==> src/rtl/nibble_serial_adder.sv <==
// Digit-serial WIDTH-bit adder: one 4-bit carry-lookahead slice is reused per nibble,
// with the inter-nibble carry registered, so the critical path never spans WIDTH bits.

module carry_lookahead_adder_4 (
    input  logic [3:0] in1,
    input  logic [3:0] in2,
    input  logic       cin,
    output logic [3:0] sum,
    output logic       cout
);
    logic [3:0] g;
    logic [3:0] p;
    logic [4:0] c;

    always_comb begin
        g    = in1 & in2;
        p    = in1 ^ in2;
        c[0] = cin;
        c[1] = g[0] | (p[0] & cin);
        c[2] = g[1] | (p[1] & g[0]) | (p[1] & p[0] & cin);
        c[3] = g[2] | (p[2] & g[1]) | (p[2] & p[1] & g[0]) | (p[2] & p[1] & p[0] & cin);
        c[4] = g[3] | (p[3] & g[2]) | (p[3] & p[2] & g[1]) | (p[3] & p[2] & p[1] & g[0])
             | (p[3] & p[2] & p[1] & p[0] & cin);
        sum  = p ^ c[3:0];
        cout = c[4];
    end
endmodule

module nibble_serial_adder #(
    parameter int WIDTH = 16
) (
    input  logic             clk,
    input  logic             rst_n,
    input  logic             in_valid,
    output logic             in_ready,
    input  logic [WIDTH-1:0] in1,
    input  logic [WIDTH-1:0] in2,
    input  logic             cin,
    output logic             out_valid,
    input  logic             out_ready,
    output logic [WIDTH-1:0] sum,
    output logic             cout
);
    localparam int NIB   = WIDTH / 4;
    localparam int CNT_W = (NIB > 1) ? $clog2(NIB) : 1;

    typedef enum logic [1:0] {IDLE, RUN, DONE} state_t;

    state_t           state;
    state_t           state_next;
    logic [WIDTH-1:0] op_a;
    logic [WIDTH-1:0] op_b;
    logic [WIDTH-1:0] acc;
    logic [WIDTH-1:0] acc_next;
    logic             carry;
    logic [CNT_W-1:0] cnt;
    logic             last;
    logic [3:0]       cla_sum;
    logic             cla_cout;

    carry_lookahead_adder_4 u_cla (
        .in1  (op_a[3:0]),
        .in2  (op_b[3:0]),
        .cin  (carry),
        .sum  (cla_sum),
        .cout (cla_cout)
    );

    // New nibble enters at the top; after NIB shifts nibble 0 has reached bits 3:0.
    always_comb begin
        acc_next = (acc >> 4) | (WIDTH'(cla_sum) << (WIDTH - 4));
        last     = (cnt == CNT_W'(NIB - 1));
    end

    always_ff @(posedge clk or negedge rst_n) begin
        if (!rst_n) begin
            state <= IDLE;
        end else begin
            state <= state_next;
        end
    end

    always_comb begin
        state_next = state;
        case (state)
            IDLE:    if (in_valid) state_next = RUN;
            RUN:     if (last) state_next = DONE;
            DONE:    if (out_ready) state_next = IDLE;
            default: state_next = IDLE;
        endcase
    end

    always_comb begin
        in_ready  = (state == IDLE);
        out_valid = (state == DONE);
    end

    always_ff @(posedge clk or negedge rst_n) begin
        if (!rst_n) begin
            op_a  <= '0;
            op_b  <= '0;
            acc   <= '0;
            carry <= 1'b0;
            cnt   <= '0;
            sum   <= '0;
            cout  <= 1'b0;
        end else begin
            case (state)
                IDLE: begin
                    if (in_valid) begin
                        op_a  <= in1;
                        op_b  <= in2;
                        carry <= cin;
                        cnt   <= '0;
                    end
                end
                RUN: begin
                    op_a  <= op_a >> 4;
                    op_b  <= op_b >> 4;
                    acc   <= acc_next;
                    carry <= cla_cout;
                    cnt   <= cnt + CNT_W'(1);
                    if (last) begin
                        sum  <= acc_next;
                        cout <= cla_cout;
                    end
                end
                default: ;
            endcase
        end
    end
endmodule

==> config.mk <==
export PLATFORM = sky130hd
export DESIGN_NAME = nibble_serial_adder
export DESIGN_NICKNAME = d
export VERILOG_FILES = /design/src/rtl/nibble_serial_adder.sv
export SDC_FILE = /design/constraint.sdc
export NUM_CORES = 1
export LEC_CHECK = 0
export ABC_AREA = 1
export BUFFER_PORTS_ARGS = -buffer_cell sky130_fd_sc_hd__clkbuf_2
export CAP_MARGIN = 20
export CORE_MARGIN = 3
export CORE_UTILIZATION = 51
export CTS_BUF_LIST = sky130_fd_sc_hd__clkbuf_4 sky130_fd_sc_hd__clkbuf_8
export CTS_CLUSTER_DIAMETER = 50
export DETAILED_ROUTE_END_ITERATION = 16
export PLACE_DENSITY = 0.77
export SETUP_SLACK_MARGIN = 0.15
export SYNTH_ARGS = -nofsm -noshare
export SYNTH_HDL_FRONTEND = slang
export SYNTH_SLANG_ARGS = --single-unit
==> constraint.sdc <==
create_clock -name clk -period 1.4 [get_ports clk]
set_input_delay 0.14 -clock clk [delete_from_list [all_inputs] [get_ports clk]]
set_output_delay 0.14 -clock clk [all_outputs]
set_load 0.005 [all_outputs]
# Word level (Yosys, flattened, before mapping)
# Cells that the tools add are included.
[word_totals]
register_bits = 70
inputBits = 37
latch_bits = 0
mem_count = 0
rom_bits = 0
word_cells = 62
ramBits = 0
out_inout_bits = 19
[op_classes]
muxes = 12
reduce_logical = 5
shifts = 0
div_mod_pow = 0
n_lt_le_gt_ge = 0
eq_ne = 6
multipliers = 0
addsub = 1
bitwise = 30
[ops]
columns = ["cell", "count"]
rows = [
  ["16-bit one-hot mux with 2 select lines", 2],
  ["16-bit 2-to-1 mux", 2],
  ["1-bit bitwise AND", 16],
  ["12-bit by 16-bit OR with 16-bit output", 1],
  ["1-bit OR", 10],
  ["2-bit 2-to-1 mux", 4],
  ["4-bit XOR", 2],
  ["2-bit one-hot mux with 3 select lines", 1],
  ["4-bit bitwise AND", 1],
  ["2-bit == test (second input constant)", 2],
  ["2-bit inequality test (second input constant)", 2],
  ["2-bit one-hot mux with 2 select lines", 1],
  ["2-bit AND reduction", 2],
  ["3-bit AND reduction", 1],
  ["2-bit by 1-bit adder with 2-bit output (second input constant)", 1],
  ["2-bit by 1-bit == test with 1-bit output (second input constant)", 1],
  ["2-bit zero test", 1],
  ["2-bit by 1-bit inequality test with 1-bit output (second input constant)", 1],
  ["1-bit one-hot mux with 2 select lines", 1],
  ["2-bit nonzero test", 1],
  ["1-bit 2-to-1 mux", 1],
]

# Longest topological paths before layout
# Gate-level depths: netlist of run 1.
[logic_depth]
depth_word = 7
ltp_mapped = 8
depth_no_buf = 8

# Cells and area by module
# Synthesis of run 1 repeated with hierarchy kept, for this count alone.
[hier_totals]
cells_unflattened = 400
area_unflattened_um2 = 3225.6
[by_module_without_submodules]
columns = ["mod", "n_inst", "area_per_inst_um2", "cells_each", "seq_area_each_um2"]
rows = [
  ["nibble_serial_adder", 1, 3036.7, 369, 1651.6],
  ["carry_lookahead_adder_4", 1, 188.9, 31, 0.0],
]

# Worst setup path after synthesis of run 1
# Ideal clock, no wire load.
[synth_timing]
path_type = "flip-flop to flip-flop"
startpoint = "register op_a[1]"
endpoint = "register acc[14]"
setup_time_ps = 117
period_less_slack_ps = 1392
t_required_ps = 1283
t_arrival_ps = 1274
n_path_buf = 0
setup_slack_ps = 8
path_stages_with_launch = 6
cell_sequence = "dfrtp_1 > ha_1 > or2_2 > a21o_1 > nand3_1 > nand2_1"
[synth_between]
elab_chain_len = 6
word_cells_on_any_way = 9
classes_between = "bitwise (9)"
[synth_rtl]
columns = ["element", "line", "source"]
rows = [
  ["start, declared", "51", "logic [WIDTH-1:0] op_a;"],
  ["start signal, assigned", "111", "op_a <= in1;"],
  ["start signal, assigned", "118", "op_a <= op_a >> 4;"],
  ["4-bit XOR", "17", "p = in1 ^ in2;"],
  ["1-bit bitwise AND", "20", "c[2] = g[1] | (p[1] & g[0]) | (p[1] & p[0] & cin);"],
  ["1-bit OR or 1-bit bitwise AND (tied branches)", "20", ""],
  ["1-bit OR (*)", "20", ""],
  ["4-bit XOR (*)", "24", "sum = p ^ c[3:0];"],
  ["12-bit by 16-bit OR with 16-bit output (*)", "71", "acc_next = (acc >> 4) | (WIDTH'(cla_sum) << (WIDTH - 4));"],
  ["end signal, assigned", "120", "acc <= acc_next;"],
  ["end, declared", "53", "logic [WIDTH-1:0] acc;"],
]
# Mark *: on every way between the ends. The rest lies on a longest branch, timed or not.
# A chain may end at the register's enable or synchronous reset.

# Worst setup path after layout of run 1
[layout_timing]
startpoint = "register op_a[0]"
endpoint = "register sum[13]"
[layout_between]
elab_chain_len = 5
word_cells_on_any_way = 6
classes_between = "bitwise (6)"
[layout_rtl]
columns = ["element", "line", "source"]
rows = [
  ["4-bit XOR", "17", ""],
  ["1-bit bitwise AND", "19", "c[1] = g[0] | (p[0] & cin);"],
  ["1-bit OR (*)", "19", ""],
  ["4-bit XOR (*)", "24", ""],
  ["12-bit by 16-bit OR with 16-bit output (*)", "71", ""],
  ["end signal, assigned", "124", "sum <= acc_next;"],
  ["end, declared", "41", "output logic [WIDTH-1:0] sum,"],
]
# Marked as above.

==> results_tabular.tex, run 1 <==
\begin{tabular}{lr}
\hline
Metric & Value \\
\hline
\multicolumn{2}{l}{\textbf{Flow run}} \\
\quad Number of maximum-capacitance violations & 0 \\
\multicolumn{2}{l}{\textbf{Global route}} \\
\quad First-pass GRT wire length & 10,600 µm \\
\quad Antenna violations before repair & 0 \\
\quad M1 GR Usage & 0.266 \\
\quad GRT overflow & 0 \\
\quad Met3 Resource Use GR & 0.0340 \\
\quad Met2 demand-to-capacity share in global routing & 0.347 \\
\quad Global routing usage summed across all routing layers & 0.209 \\
\quad Vias in the first global route & 2,344 \\
\quad Pin count of the biggest net entering global routing & 67 \\
\quad Busiest metal layer after global routing & met2 \\
\multicolumn{2}{l}{\textbf{Detailed routing}} \\
\quad Detailed-route wire length per cell & between 15 and 20 µm \\
\quad DRC errors left & 0 \\
\quad Detail-routed via count per cell & 5.47 \\
\quad Sum of routed wire length over all layers & 8260 µm \\
\quad Number of violations reported at the end of detailed-routing iteration 0 & approximately 350 \\
\quad Total via count after detailed routing & around 2,700 \\
\quad Remaining antenna violation count after routing & 0 \\
\quad Number of detailed-routing iterations run before antenna repair & 5 \\
\multicolumn{2}{l}{\textbf{Power}} \\
\quad Maximum VDD drop & between 1000 and 1500 µV \\
\quad Power density over the cells & 2660 mW/mm² \\
\quad Switching share of total power & 0.433 \\
\quad Pleak & 1.98 nW \\
\quad Cell-internal power & 6.01 mW \\
\quad Fraction of power consumed by the clock network & 0.136 \\
\quad Overall power of the completed layout & 10.6 mW \\
\quad Switching pwr & about 4.6 mW \\
\quad Logic pwr share & 0.537 \\
\quad Seq pwr share & 0.328 \\
\multicolumn{2}{l}{\textbf{Final layout}} \\
\quad Layout cell share with drive strength beyond 1 & 0.364 \\
\quad Nets@finish & 459 \\
\quad End-of-flow core utilization & 0.720 \\
\quad Fillers & 382 \\
\quad Inserted Diodes & 0 \\
\quad Area Growth Syn to Fin & 35.6\% \\
\multicolumn{2}{l}{\textbf{Logic synthesis}} \\
\quad Cell type with the highest aggregate area in the netlist & dfrtp\_1 \\
\quad Count of state elements after synthesis & 66 \\
\quad Synth Net Count & 374 \\
\quad Warnings, synthesis & 0 \\
\quad Instance count of the mapped netlist & 331 \\
\quad Proportion of netlist area held by the largest area contributor & 0.562 \\
\quad Cell types occupying the most area after synthesis & dfrtp\_1 (56\%), nand2\_1 (12\%), o21ai\_0 (6.1\%) \\
\quad Number of distinct library cell variants in the gate-level netlist after synthesis & 27 \\
\quad Syn Area/Cell & between 8 and 9 µm² \\
\quad Total standard cell area after synthesis & roughly 0.0029 mm² \\
\quad Sequential cell area fraction in the yosys report & 0.562 \\
\multicolumn{2}{l}{\textbf{Die}} \\
\quad Die outline height & 81.9 µm \\
\quad Full die area & 0.00671 mm² \\
\quad Core footprint & 0.00554 mm² \\
\quad Width of the chip & a little over 80 µm \\
\quad Row count & 27 \\
\quad Initial standard-cell utilization of the core & 0.531 \\
\quad Ports & 56 \\
\multicolumn{2}{l}{\textbf{Timing}} \\
\quad Post-route setup TNS & -0.0428 ns \\
\quad Relative slew slack & 0.768 \\
\quad Final setup slack of the worst path & -0.0285 ns \\
\quad Final number of setup-violating endpoints & 3 \\
\quad Maximum clock skew at final layout & just over 0.009 ns \\
\quad Final Critical Period & 1.43 ns \\
\quad Final clock period utilization by the worst path & 1.02 \\
\quad Unrepaired setup endpoints after global routing & yes \\
\quad Transition time at the pin with the least slew margin & 0.348 ns \\
\quad Fmax & between 700 and 800 MHz \\
\quad Post-Route Hold Slack & around 0.03 ns \\
\quad Final hold violations & 0 \\
\quad Max Transition Viols Final & 0 \\
\multicolumn{2}{l}{\textbf{Setup path}} \\
\quad Worst setup startpoint & op\_a[0]\$\_DFFE\_PN0P\_ \\
\quad Worst path slowest cell & dfrtp\_1 \\
\quad Worst R2R Start & op\_a[0]\$\_DFFE\_PN0P\_ \\
\quad Biggest fanout along the worst timing path & 2 \\
\quad Worst path top cell family by delay & flip-flops \\
\quad CP Buf/Inv Count & 2 \\
\quad Endpoint class of the critical path & flop \\
\quad Critical Path RT & 1.68 ns \\
\quad Classification of the worst setup path & reg2reg \\
\quad Kind of start point of the critical path & flop \\
\quad Worst-path cell chain & buf\_6 > inv\_4 > fa\_2 > xnor2\_2 > nand2\_1 > nand2\_1 \\
\quad Data arrival time of the worst path & 1.71 ns \\
\quad Cell occurring most often along the worst timing path & nand2\_1 \\
\quad Critical Path Max Stage Delay & 0.41 ns \\
\multicolumn{2}{l}{\textbf{Placement}} \\
\quad Port Buffer Count & between 50 and 60 \\
\quad Half-perimeter wire length after detailed placement & 4100 µm \\
\quad Pre-CTS WS & 0.0000370 ns \\
\quad RD Place Congestion & 0.751 \\
\multicolumn{2}{l}{\textbf{Status}} \\
\quad Status & complete, but fails checks \\
\quad Violated checks & setup timing \\
\multicolumn{2}{l}{\textbf{Min path}} \\
\quad Origin of the worst min-delay path & in2[14] \\
\quad Worst hold-check path type & in2reg \\
\multicolumn{2}{l}{\textbf{Clocking}} \\
\quad Clock buffer depth & 2 \\
\quad H-Tree Level Count & 3 \\
\quad Worst-skew pair later-pin latency & 0.34 ns \\
\quad Root Buffer & clkbuf\_8 \\
\quad CTS clk-pin slew, worst paths & 0.07 ns \\
\quad Clock sinks & 66 \\
\quad Clock tree from TritonCTS & built \\
\quad Number of buffers added by the clock tree synthesis step & 9 \\
\hline
\end{tabular}
cell usage after synthesis:
library cell	n
o21ai_2	9
o22ai_1	2
inv_1	17
a21oi_1	2
fa_1	1
inv_4	1
nand4_1	1
inv_2	2
nor2_1	32
or2_2	1
ha_1	5
a22o_1	1
o31ai_1	1
nand3_1	15
a21o_1	1
nor2_8	1
nand2_4	2
o21ai_1	21
nand2_1	97
dfrtp_1	66
xnor2_1	1
o21ai_0	36
buf_6	2
buf_2	7
buf_4	2
clkbuf_1	4
nand3b_1	1
cell families after synthesis:
logic type      count (synthesis)  share of synthesized area
fa+ha+maj                       6                     0.0281
xor+xnor                        1                    0.00298
compound gates                 73                      0.140
simple gates                  150                      0.211
buf+inv                        35                     0.0562
flops                          66                      0.562
registers in the layout, summed over array words and instances (netlist names):
name and count:
acc 12, carry 1, cnt 2, cout 1, op_a 16, op_b 16, state 2, sum 16
area by class of cell:
cell class              count  area, µm²  share of cell area
inverters                  20        106              0.0267
clock buffers              12        159              0.0399
repair buffers             83        604               0.152
well taps                  72       90.1              0.0226
clock inverters             3       15.0             0.00377
flip-flops and latches     66       1650               0.415
repair inverters            6       56.3              0.0141
multi-input cells         230       1300               0.327
cells in the final DEF (no fill, tap or decap), types with 3 or more instances in the layout:
cell type	Yosys	routed
o21ai_2	9	13
dfrtp_1	66	65
buf_6	2	7
buf_12	0	4
nand2_2	0	3
clkinv_2	0	3
nand3_2	0	3
nand2_1	97	86
nand3_1	15	12
o21ai_0	36	23
nor2_2	0	4
inv_4	1	3
nand2_4	2	8
clkbuf_2	0	52
clkinvlp_4	0	4
inv_1	17	13
o21ai_1	21	30
clkbuf_8	0	11
buf_4	2	14
nor2_1	32	27
layer usage:
layer  wire, µm  vias up  share of wire
met4        322        0          0.039
met5          0        -              0
met2       4130      110           0.50
li1           -     1243              -
met3        449       35          0.054
met1       3350     1303           0.41
worst reg2reg max path: cells and delay by family, from the launching register on:
| family | cells | cell delay [ns] |
|---|---|---|
| flip-flops | 1 | 0.41 |
| adder cells (fa/ha/maj) | 1 | 0.37 |
| XOR/XNOR | 1 | 0.24 |
| AND/OR/NAND/NOR | 2 | 0.20 |
| buffers and inverters | 2 | 0.16 |
what timing repair did:
item / 4_1_cts / 5_1_grt
pin swaps: 6 / 17
hold buffers: 1 / 1
endpoints found under the setup margin: 58 / 44
resized for setup: 14 / 69
setup buffers: 8 / 9
hold endpoints to repair: 66 / 1
gates cloned: 1 / 7
power groups by stage:
stage                     logic (mW)  registers [mW]  clock network [mW]
final                           5.69            3.47                1.44
after global routing            6.20            3.55                1.51
after CTS                       4.37            3.31                1.45
after detailed placement        3.93            3.34                   0
after global placement          3.81            3.31                   0
after floorplan                 2.88            3.24                   0
metrics by stage:
stage               instances  area [µm²]
global route              492        3990
detailed placement        450        3320
global placement          450        3320
CTS                       475        3610
floorplan                 331        2970
finish                    492        3990
worst paths after layout:
kind | slack (ns) | depth (start not counted) | endpoint
max | -0.03 | 6 | sum[13]$_DFFE_PN0P_
min | 0.03 | 3 | op_b[14]$_DFFE_PN0P_
max reg2reg | -0.03 | 6 | sum[13]$_DFFE_PN0P_
min in group asynchronous | 0.35 | 3 | sum[2]$_DFFE_PN0P_
max in group asynchronous | 0.74 | 3 | state[0]$_DFFE_PN0P_
min reg2reg | 0.47 | 2 | op_b[13]$_DFFE_PN0P_
(Power assumes the default switching activity.)
==> run 2, diff against run 1 <==
- CORE_UTILIZATION: 51 -> 52
- MAX_ROUTING_LAYER: default -> met4
- PLACE_DENSITY: 0.77 -> 0.78
- SYNTH_HIERARCHICAL: default -> 1
==> results_tabular.tex, run 2 <==
\begin{tabular}{lr}
\hline
Metric & Value \\
\hline
\multicolumn{2}{l}{\textbf{Clocking}} \\
\quad Clock buffer depth & 2 \\
\quad H-Tree Level Count & 3 \\
\quad Number of buffers added by the clock tree synthesis step & 9 \\
\quad Root Buffer & clkbuf\_8 \\
\quad Clock tree from TritonCTS & built \\
\quad Clock sinks & between 60 and 70 \\
\quad CTS clk-pin slew, worst paths & 0.08 ns \\
\quad Worst-skew pair later-pin latency & 0.35 ns \\
\multicolumn{2}{l}{\textbf{Min path}} \\
\quad Worst hold-check path type & in2reg \\
\multicolumn{2}{l}{\textbf{Logic synthesis}} \\
\quad Total standard cell area after synthesis & 0.00323 mm² \\
\quad Count of state elements after synthesis & 66 \\
\quad Number of enable flip-flop cells after synthesis & 0 \\
\quad Synth Net Count & 443 \\
\quad Cell types occupying the most area after synthesis & dfrtp\_1 (51\%), nand2\_1 (14\%), nand3\_1 (10\%) \\
\quad Proportion of netlist area held by the largest area contributor & 0.512 \\
\quad Synth cell count leaders & nand2\_1 (119), inv\_1 (70), nand3\_1 (67) \\
\quad Most instantiated flip-flop cell in the synthesis netlist & dfrtp\_1 \\
\quad Sequential cell area fraction in the yosys report & 0.512 \\
\quad Syn Area/Cell & 8.06 µm² \\
\quad Cell type with the highest aggregate area in the netlist & dfrtp\_1 \\
\quad Warnings, synthesis & 6 \\
\quad Share of async-settable or async-resettable flops after synthesis & 1.00 \\
\quad Count leader, synth & nand2\_1 \\
\quad Number of distinct library cell variants in the gate-level netlist after synthesis & 23 \\
\quad Instance count of the mapped netlist & 400 \\
\multicolumn{2}{l}{\textbf{Flow run}} \\
\quad Number of maximum-capacitance violations & 0 \\
\multicolumn{2}{l}{\textbf{Final layout}} \\
\quad Nets@finish & $\sim$530 \\
\quad Area Growth Syn to Fin & 39.5\% \\
\quad Top library cells by usage in the layout, fill and taps aside & nand2\_1 (103), inv\_1 (63), dfrtp\_1 (63) \\
\quad Commonest non-fill, non-tap cell in the layout & nand2\_1 \\
\quad Layout cell share with drive strength beyond 1 & 0.342 \\
\quad Summed area of non-filler cells in the final layout & 0.00450 mm² \\
\quad End-of-flow core utilization & 0.755 \\
\quad Count of non-filler cells in the finished layout & 569 \\
\quad Top Registers & op\_a x16, op\_b x16, sum x16 \\
\quad Fillers & 396 \\
\quad Inserted Diodes & 0 \\
\multicolumn{2}{l}{\textbf{Placement}} \\
\quad DP Area & 0.00358 mm² \\
\quad Half-perimeter wire length after detailed placement & 4490 µm \\
\quad Total instance count after detailed placement & 520 \\
\quad Port Buffer Count & between 50 and 60 \\
\quad RD Place Congestion & 0.817 \\
\quad Pre-CTS WS & -0.0455 ns \\
\multicolumn{2}{l}{\textbf{Timing}} \\
\quad Maximum clock skew at final layout & 0.00598 ns \\
\quad Final hold violations & 0 \\
\quad Post-Route Hold Slack & 0.0266 ns \\
\quad Transition time at the pin with the least slew margin & 0.354 ns \\
\quad Fmax & 688 MHz \\
\quad Unrepaired setup endpoints after global routing & yes \\
\quad Final Critical Period & approximately 1.5 ns \\
\quad Final clock period utilization by the worst path & 1.04 \\
\quad Relative slew slack & 0.764 \\
\quad Final number of setup-violating endpoints & 2 \\
\quad Max Transition Viols Final & 0 \\
\quad Final setup slack of the worst path & -0.0537 ns \\
\multicolumn{2}{l}{\textbf{Setup path}} \\
\quad Endpoint class of the critical path & flop \\
\quad Biggest fanout along the worst timing path & 3 \\
\quad Kind of start point of the critical path & flop \\
\quad Worst path slowest cell & dfrtp\_1 \\
\quad Classification of the worst setup path & reg2reg \\
\quad Worst-path cell chain & ha\_4 > or2\_0 > nand2\_2 > nand3\_1 > nand2\_1 > inv\_1 > o21ai\_1 \\
\quad Data arrival time of the worst path & 1.72 ns \\
\quad Critical Path RT & 1.67 ns \\
\quad Critical Path Max Stage Delay & between 0.4 and 0.5 ns \\
\multicolumn{2}{l}{\textbf{Detailed routing}} \\
\quad Total via count after detailed routing & 3,054 \\
\quad Number of violations reported at the end of detailed-routing iteration 0 & 228 \\
\quad DRC errors left & 0 \\
\quad Sum of routed wire length over all layers & 8990 µm \\
\quad Highest layer used for signal routing & met4 \\
\quad Detail Route met2 WL & around 4600 µm \\
\quad Met3 WL post-DR & 546 µm \\
\quad Remaining antenna violation count after routing & 0 \\
\quad Metal-1 WL & 3530 µm \\
\quad Detail-routed via count per cell & 5.37 \\
\quad Detailed-route wire length per cell & 15.8 µm \\
\quad Number of detailed-routing iterations run before antenna repair & 4 \\
\multicolumn{2}{l}{\textbf{Global route}} \\
\quad Antenna violations before repair & 0 \\
\quad Pin count of the biggest net entering global routing & 67 \\
\quad First-pass GRT wire length & 12,900 µm \\
\quad Vias in the first global route & roughly 2,800 \\
\quad Global routing usage summed across all routing layers & 0.232 \\
\quad GRT overflow & 0 \\
\multicolumn{2}{l}{\textbf{Power}} \\
\quad Seq pwr share & 0.278 \\
\quad Logic pwr share & 0.577 \\
\quad Cell-internal power & 7.11 mW \\
\quad Fraction of power consumed by the clock network & 0.146 \\
\quad Switching share of total power & 0.421 \\
\quad Switching pwr & about 5.2 mW \\
\quad Maximum VDD drop & around 1300 µV \\
\quad Power density over the cells & 2730 mW/mm² \\
\quad Pleak & 2.45 nW \\
\multicolumn{2}{l}{\textbf{Die}} \\
\quad Core footprint & between 0.005 and 0.006 mm² \\
\quad Ports & 56 \\
\quad Width of the chip & 84.8 µm \\
\quad Row count & 28 \\
\quad Full die area & 0.00718 mm² \\
\quad Die outline height & 84.8 µm \\
\quad Initial standard-cell utilization of the core & 0.542 \\
\multicolumn{2}{l}{\textbf{Status}} \\
\quad Violated checks & setup timing \\
\quad Status & complete, but fails checks \\
\hline
\end{tabular}
-- run 2: cell types whose count changed in the layout (fill, tap and decap cells not counted), sizes merged, moves of 2 or more --
cell      previous run  this run
o22ai                2         0
nand3               15        67
inv                 21        70
bufinv               0         2
nand2               99       125
nor2                33         5
clkinvlp             4         2
o21ai               66        34
buf                 27        38
-- run 2: cell families after synthesis --
group,count (synthesis),share of synthesized area
simple gates,199,0.272
flops,66,0.512
xor+xnor,1,0.00272
buf+inv,91,0.130
fa+ha+maj,6,0.0256
compound gates,37,0.0582
-- run 2: layout make-up --
type / count / area [µm²] / area share
timing repair buffer: 97 / 861 / 0.191
tap: 75 / 93.8 / 0.0209
sequential: 66 / 1660 / 0.368
inverter: 71 / 274 / 0.0609
clock buffer: 9 / 124 / 0.0275
clock inverter: 7 / 93.8 / 0.0209
multi-input combinational: 244 / 1400 / 0.311
-- run 2: per-stage QoR --
step                power [mW]  TNS, ns
global route              13.1   -0.212
detailed placement        7.62  -0.0455
CTS                       10.3        0
floorplan                 6.57        0
global placement          7.42        0
finish                    12.3  -0.0550
-- run 2: power by group through the flow --
stage | logic [mW] | registers, mW | clock network [mW]
final | 7.09 | 3.41 | 1.79
after global routing | 7.69 | 3.50 | 1.89
after CTS | 5.20 | 3.34 | 1.79
after detailed placement | 4.26 | 3.36 | 0
after global placement | 4.10 | 3.32 | 0
after floorplan | 3.33 | 3.24 | 0
-- run 2: timing repair --
item,in CTS,in global routing
hold endpoints to repair,67,0
endpoints found under the setup margin,57,49
pin swaps,17,18
setup buffers,11,11
hold buffers,2,0
resized for setup,23,63
cloned,2,7
-- run 2: routing by layer --
metal	vias up	track usage
met2	122	0.379
met1	1477	0.289
met3	29	0.0353
met4	0	0.0964
li1	1426	-
met5	-	-
-- run 2: final timing paths --
kind	start	to	slack, ns	cells past startpoint
min in group asynchronous	rst_n	sum[3]$_DFFE_PN0P_	0.34	3
min reg2reg	sum[1]$_DFFE_PN0P_	sum[1]$_DFFE_PN0P_	0.47	2
max reg2reg	op_b[2]$_DFFE_PN0P_	acc[15]$_DFFE_PN0P_	-0.05	7
min	in1[12]	op_a[12]$_DFFE_PN0P_	0.03	3
max	op_b[2]$_DFFE_PN0P_	acc[15]$_DFFE_PN0P_	-0.05	7
max in group asynchronous	rst_n	state[0]$_DFFE_PN0P_	0.77	3
-- run 2: worst max-delay path: cells and delay by family, from the launching register on --
| family | cells | cell delay (ns) |
|---|---|---|
| compound gates | 1 | 0.18 |
| fa+ha+maj | 1 | 0.26 |
| buf+inv | 1 | 0.05 |
| flops | 1 | 0.42 |
| simple gates | 4 | 0.47 |
==> run 3, diff against run 2 <==
--- a/config.mk
+++ b/config.mk
@@ -12,5 +12,5 @@
 export CORE_UTILIZATION = 52
 export CTS_BUF_LIST = sky130_fd_sc_hd__clkbuf_4 sky130_fd_sc_hd__clkbuf_8
-export CTS_CLUSTER_DIAMETER = 50
+export CTS_CLUSTER_DIAMETER = 200
 export DETAILED_ROUTE_END_ITERATION = 16
 export MAX_ROUTING_LAYER = met4
==> constraint.sdc (replaced) <==
create_clock -name clk -period 1.4 [get_ports clk]
set_input_delay 0.14 -clock clk [delete_from_list [all_inputs] [get_ports clk]]
set_output_delay 0.14 -clock clk [all_outputs]
set_load 0.02 [all_outputs]
==> results_tabular.tex, run 3 (synthesis gave the netlist of run 2 again) <==
\begin{tabular}{lr}
\hline
Metric & Value \\
\hline
\multicolumn{2}{l}{\textbf{Die}} \\
\quad Core footprint & 0.00596 mm² \\
\quad Row count & 28 \\
\quad Width of the chip & 84.8 µm \\
\quad Full die area & 0.00718 mm² \\
\quad Initial standard-cell utilization of the core & 0.542 \\
\quad Ports & 56 \\
\quad Die outline height & 84.8 µm \\
\multicolumn{2}{l}{\textbf{Flow run}} \\
\quad Number of maximum-capacitance violations & 0 \\
\multicolumn{2}{l}{\textbf{Setup path}} \\
\quad Kind of start point of the critical path & flop \\
\quad Worst-path cell chain & ha\_4 > or2\_1 > nand2\_2 > nand2\_2 > nand2\_1 > nand2\_1 > inv\_2 > o21ai\_2 \\
\quad Classification of the worst setup path & reg2reg \\
\quad Biggest fanout along the worst timing path & 4 \\
\quad Data arrival time of the worst path & 1.65 ns \\
\quad Critical Path Max Stage Delay & around 0.42 ns \\
\quad Endpoint class of the critical path & flop \\
\quad Critical Path RT & 1.64 ns \\
\quad Worst path slowest cell & dfrtp\_1 \\
\multicolumn{2}{l}{\textbf{Timing}} \\
\quad Post-Route Hold Slack & 0.0297 ns \\
\quad Transition time at the pin with the least slew margin & 0.346 ns \\
\quad Final Critical Period & around 1.4 ns \\
\quad Fmax & $\sim$710 MHz \\
\quad Maximum clock skew at final layout & about 0.014 ns \\
\quad Unrepaired setup endpoints after global routing & yes \\
\quad Relative slew slack & 0.769 \\
\quad Final number of setup-violating endpoints & 3 \\
\quad Final hold violations & 0 \\
\quad Final clock period utilization by the worst path & 1.01 \\
\quad Max Transition Viols Final & 0 \\
\quad Final setup slack of the worst path & -0.0102 ns \\
\multicolumn{2}{l}{\textbf{Final layout}} \\
\quad Summed area of non-filler cells in the final layout & $\sim$0.0043 mm² \\
\quad Top library cells by usage in the layout, fill and taps aside & nand2\_1 (117), nand3\_1 (64), inv\_1 (63) \\
\quad Inserted Diodes & 0 \\
\quad Top Registers & op\_a x16, op\_b x16, sum x16 \\
\quad Nets@finish & 524 \\
\quad Commonest non-fill, non-tap cell in the layout & nand2\_1 \\
\quad Layout cell share with drive strength beyond 1 & 0.288 \\
\quad Area Growth Syn to Fin & 32.5\% \\
\quad Count of non-filler cells in the finished layout & around 560 \\
\multicolumn{2}{l}{\textbf{Clocking}} \\
\quad CTS clk-pin slew, worst paths & 0.08 ns \\
\quad Worst-skew pair later-pin latency & approximately 0.34 ns \\
\quad H-Tree Level Count & 3 \\
\quad Clock buffer depth & 2 \\
\quad Clock tree from TritonCTS & built \\
\quad Root Buffer & clkbuf\_8 \\
\quad Number of buffers added by the clock tree synthesis step & 9 \\
\quad Clock sinks & 66 \\
\multicolumn{2}{l}{\textbf{Global route}} \\
\quad First-pass GRT wire length & about 13,000 µm \\
\quad GRT overflow & 0 \\
\quad Pin count of the biggest net entering global routing & 67 \\
\quad Vias in the first global route & 2,884 \\
\quad Antenna violations before repair & 0 \\
\quad Global routing usage summed across all routing layers & 0.236 \\
\multicolumn{2}{l}{\textbf{Detailed routing}} \\
\quad Total via count after detailed routing & 2,947 \\
\quad Remaining antenna violation count after routing & 0 \\
\quad Detailed-route wire length per cell & 14.9 µm \\
\quad Number of detailed-routing iterations run before antenna repair & 5 \\
\quad DRC errors left & 0 \\
\quad Number of violations reported at the end of detailed-routing iteration 0 & about 220 \\
\quad Sum of routed wire length over all layers & 8380 µm \\
\quad Detail-routed via count per cell & 5.25 \\
\multicolumn{2}{l}{\textbf{Power}} \\
\quad Overall power of the completed layout & 11.9 mW \\
\quad Power density over the cells & 2780 mW/mm² \\
\quad Maximum VDD drop & 1530 µV \\
\quad Pleak & 2.36 nW \\
\multicolumn{2}{l}{\textbf{Placement}} \\
\quad Port Buffer Count & between 50 and 60 \\
\quad Total instance count after detailed placement & 523 \\
\quad DP Area & between 0.003 and 0.004 mm² \\
\quad Half-perimeter wire length after detailed placement & roughly 4700 µm \\
\quad Pre-CTS WS & -0.0241 ns \\
\quad RD Place Congestion & 0.837 \\
\multicolumn{2}{l}{\textbf{Status}} \\
\quad Violated checks & setup timing \\
\quad Status & complete, but fails checks \\
\multicolumn{2}{l}{\textbf{Min path}} \\
\quad Worst hold-check path type & in2reg \\
\hline
\end{tabular}
## run 3: cell type report
type                       instances  area [µm²]
tap                               75        93.8
multi-input combinational        245        1310
sequential                        66        1660
clock inverter                     6         138
inverter                          71         274
timing repair buffer              88         664
clock buffer                      10         138
fill                             436        1680
## run 3: repair_timing
item / CTS / global route
resized for setup: 26 / 31
setup buffers: 12 / 2
pin swaps: 16 / 15
hold buffers: 2 / 0
gates cloned: 1 / 5
endpoints found under the setup margin: 56 / 58
hold endpoints to repair: 67 / 0
## run 3: worst max-delay path: cells and delay by family, from the launching register on
family / cells / cell delay, ns
AOI/OAI and AO/OA: 1 / 0.05
adders and majority gates: 1 / 0.27
buffers and inverters: 1 / 0.07
DFF: 1 / 0.42
and+or+nand+nor: 5 / 0.51
## run 3: where the power goes
part	switching [mW]	internal, mW	leakage, nW
Sequential	0.614	2.80	0.824
Clock	0.780	1.42	0.137
Combinational	3.61	2.67	1.40
## run 3: worst paths after layout
check,endpoint,start,slack [ns],cells after the start
worst max-delay path,sum[15]$_DFFE_PN0P_,op_b[2]$_DFFE_PN0P_,-0.01,8
worst min-delay path,op_b[15]$_DFFE_PN0P_,in2[15],0.03,3
worst max register to register,sum[15]$_DFFE_PN0P_,op_b[2]$_DFFE_PN0P_,-0.01,8
worst min register to register,sum[2]$_DFFE_PN0P_,sum[2]$_DFFE_PN0P_,0.47,2
max in group asynchronous,op_a[0]$_DFFE_PN0P_,rst_n,0.75,3
min in group asynchronous,sum[7]$_DFFE_PN0P_,rst_n,0.34,3
## run 3: layer usage
layer / routed length, µm / up-vias / global-route usage
met3: 482 / 30 / 0.0471
met5: 0 / - / -
li1: - / 1410 / -
met4: 279 / 0 / 0.0820
met2: 4170 / 126 / 0.375
met1: 3450 / 1381 / 0.301
## run 3: stage by stage
| step | TNS (ns) | utilization |
|---|---|---|
| 4_1_cts | 0 | 0.687 |
| 2_1_floorplan | 0 | - |
| 5_1_grt | -0.267 | 0.718 |
| 6_report | -0.0246 | 0.718 |
| 3_3_place_gp | 0 | 0.603 |
| 3_5_place_dp | -0.0241 | 0.603 |
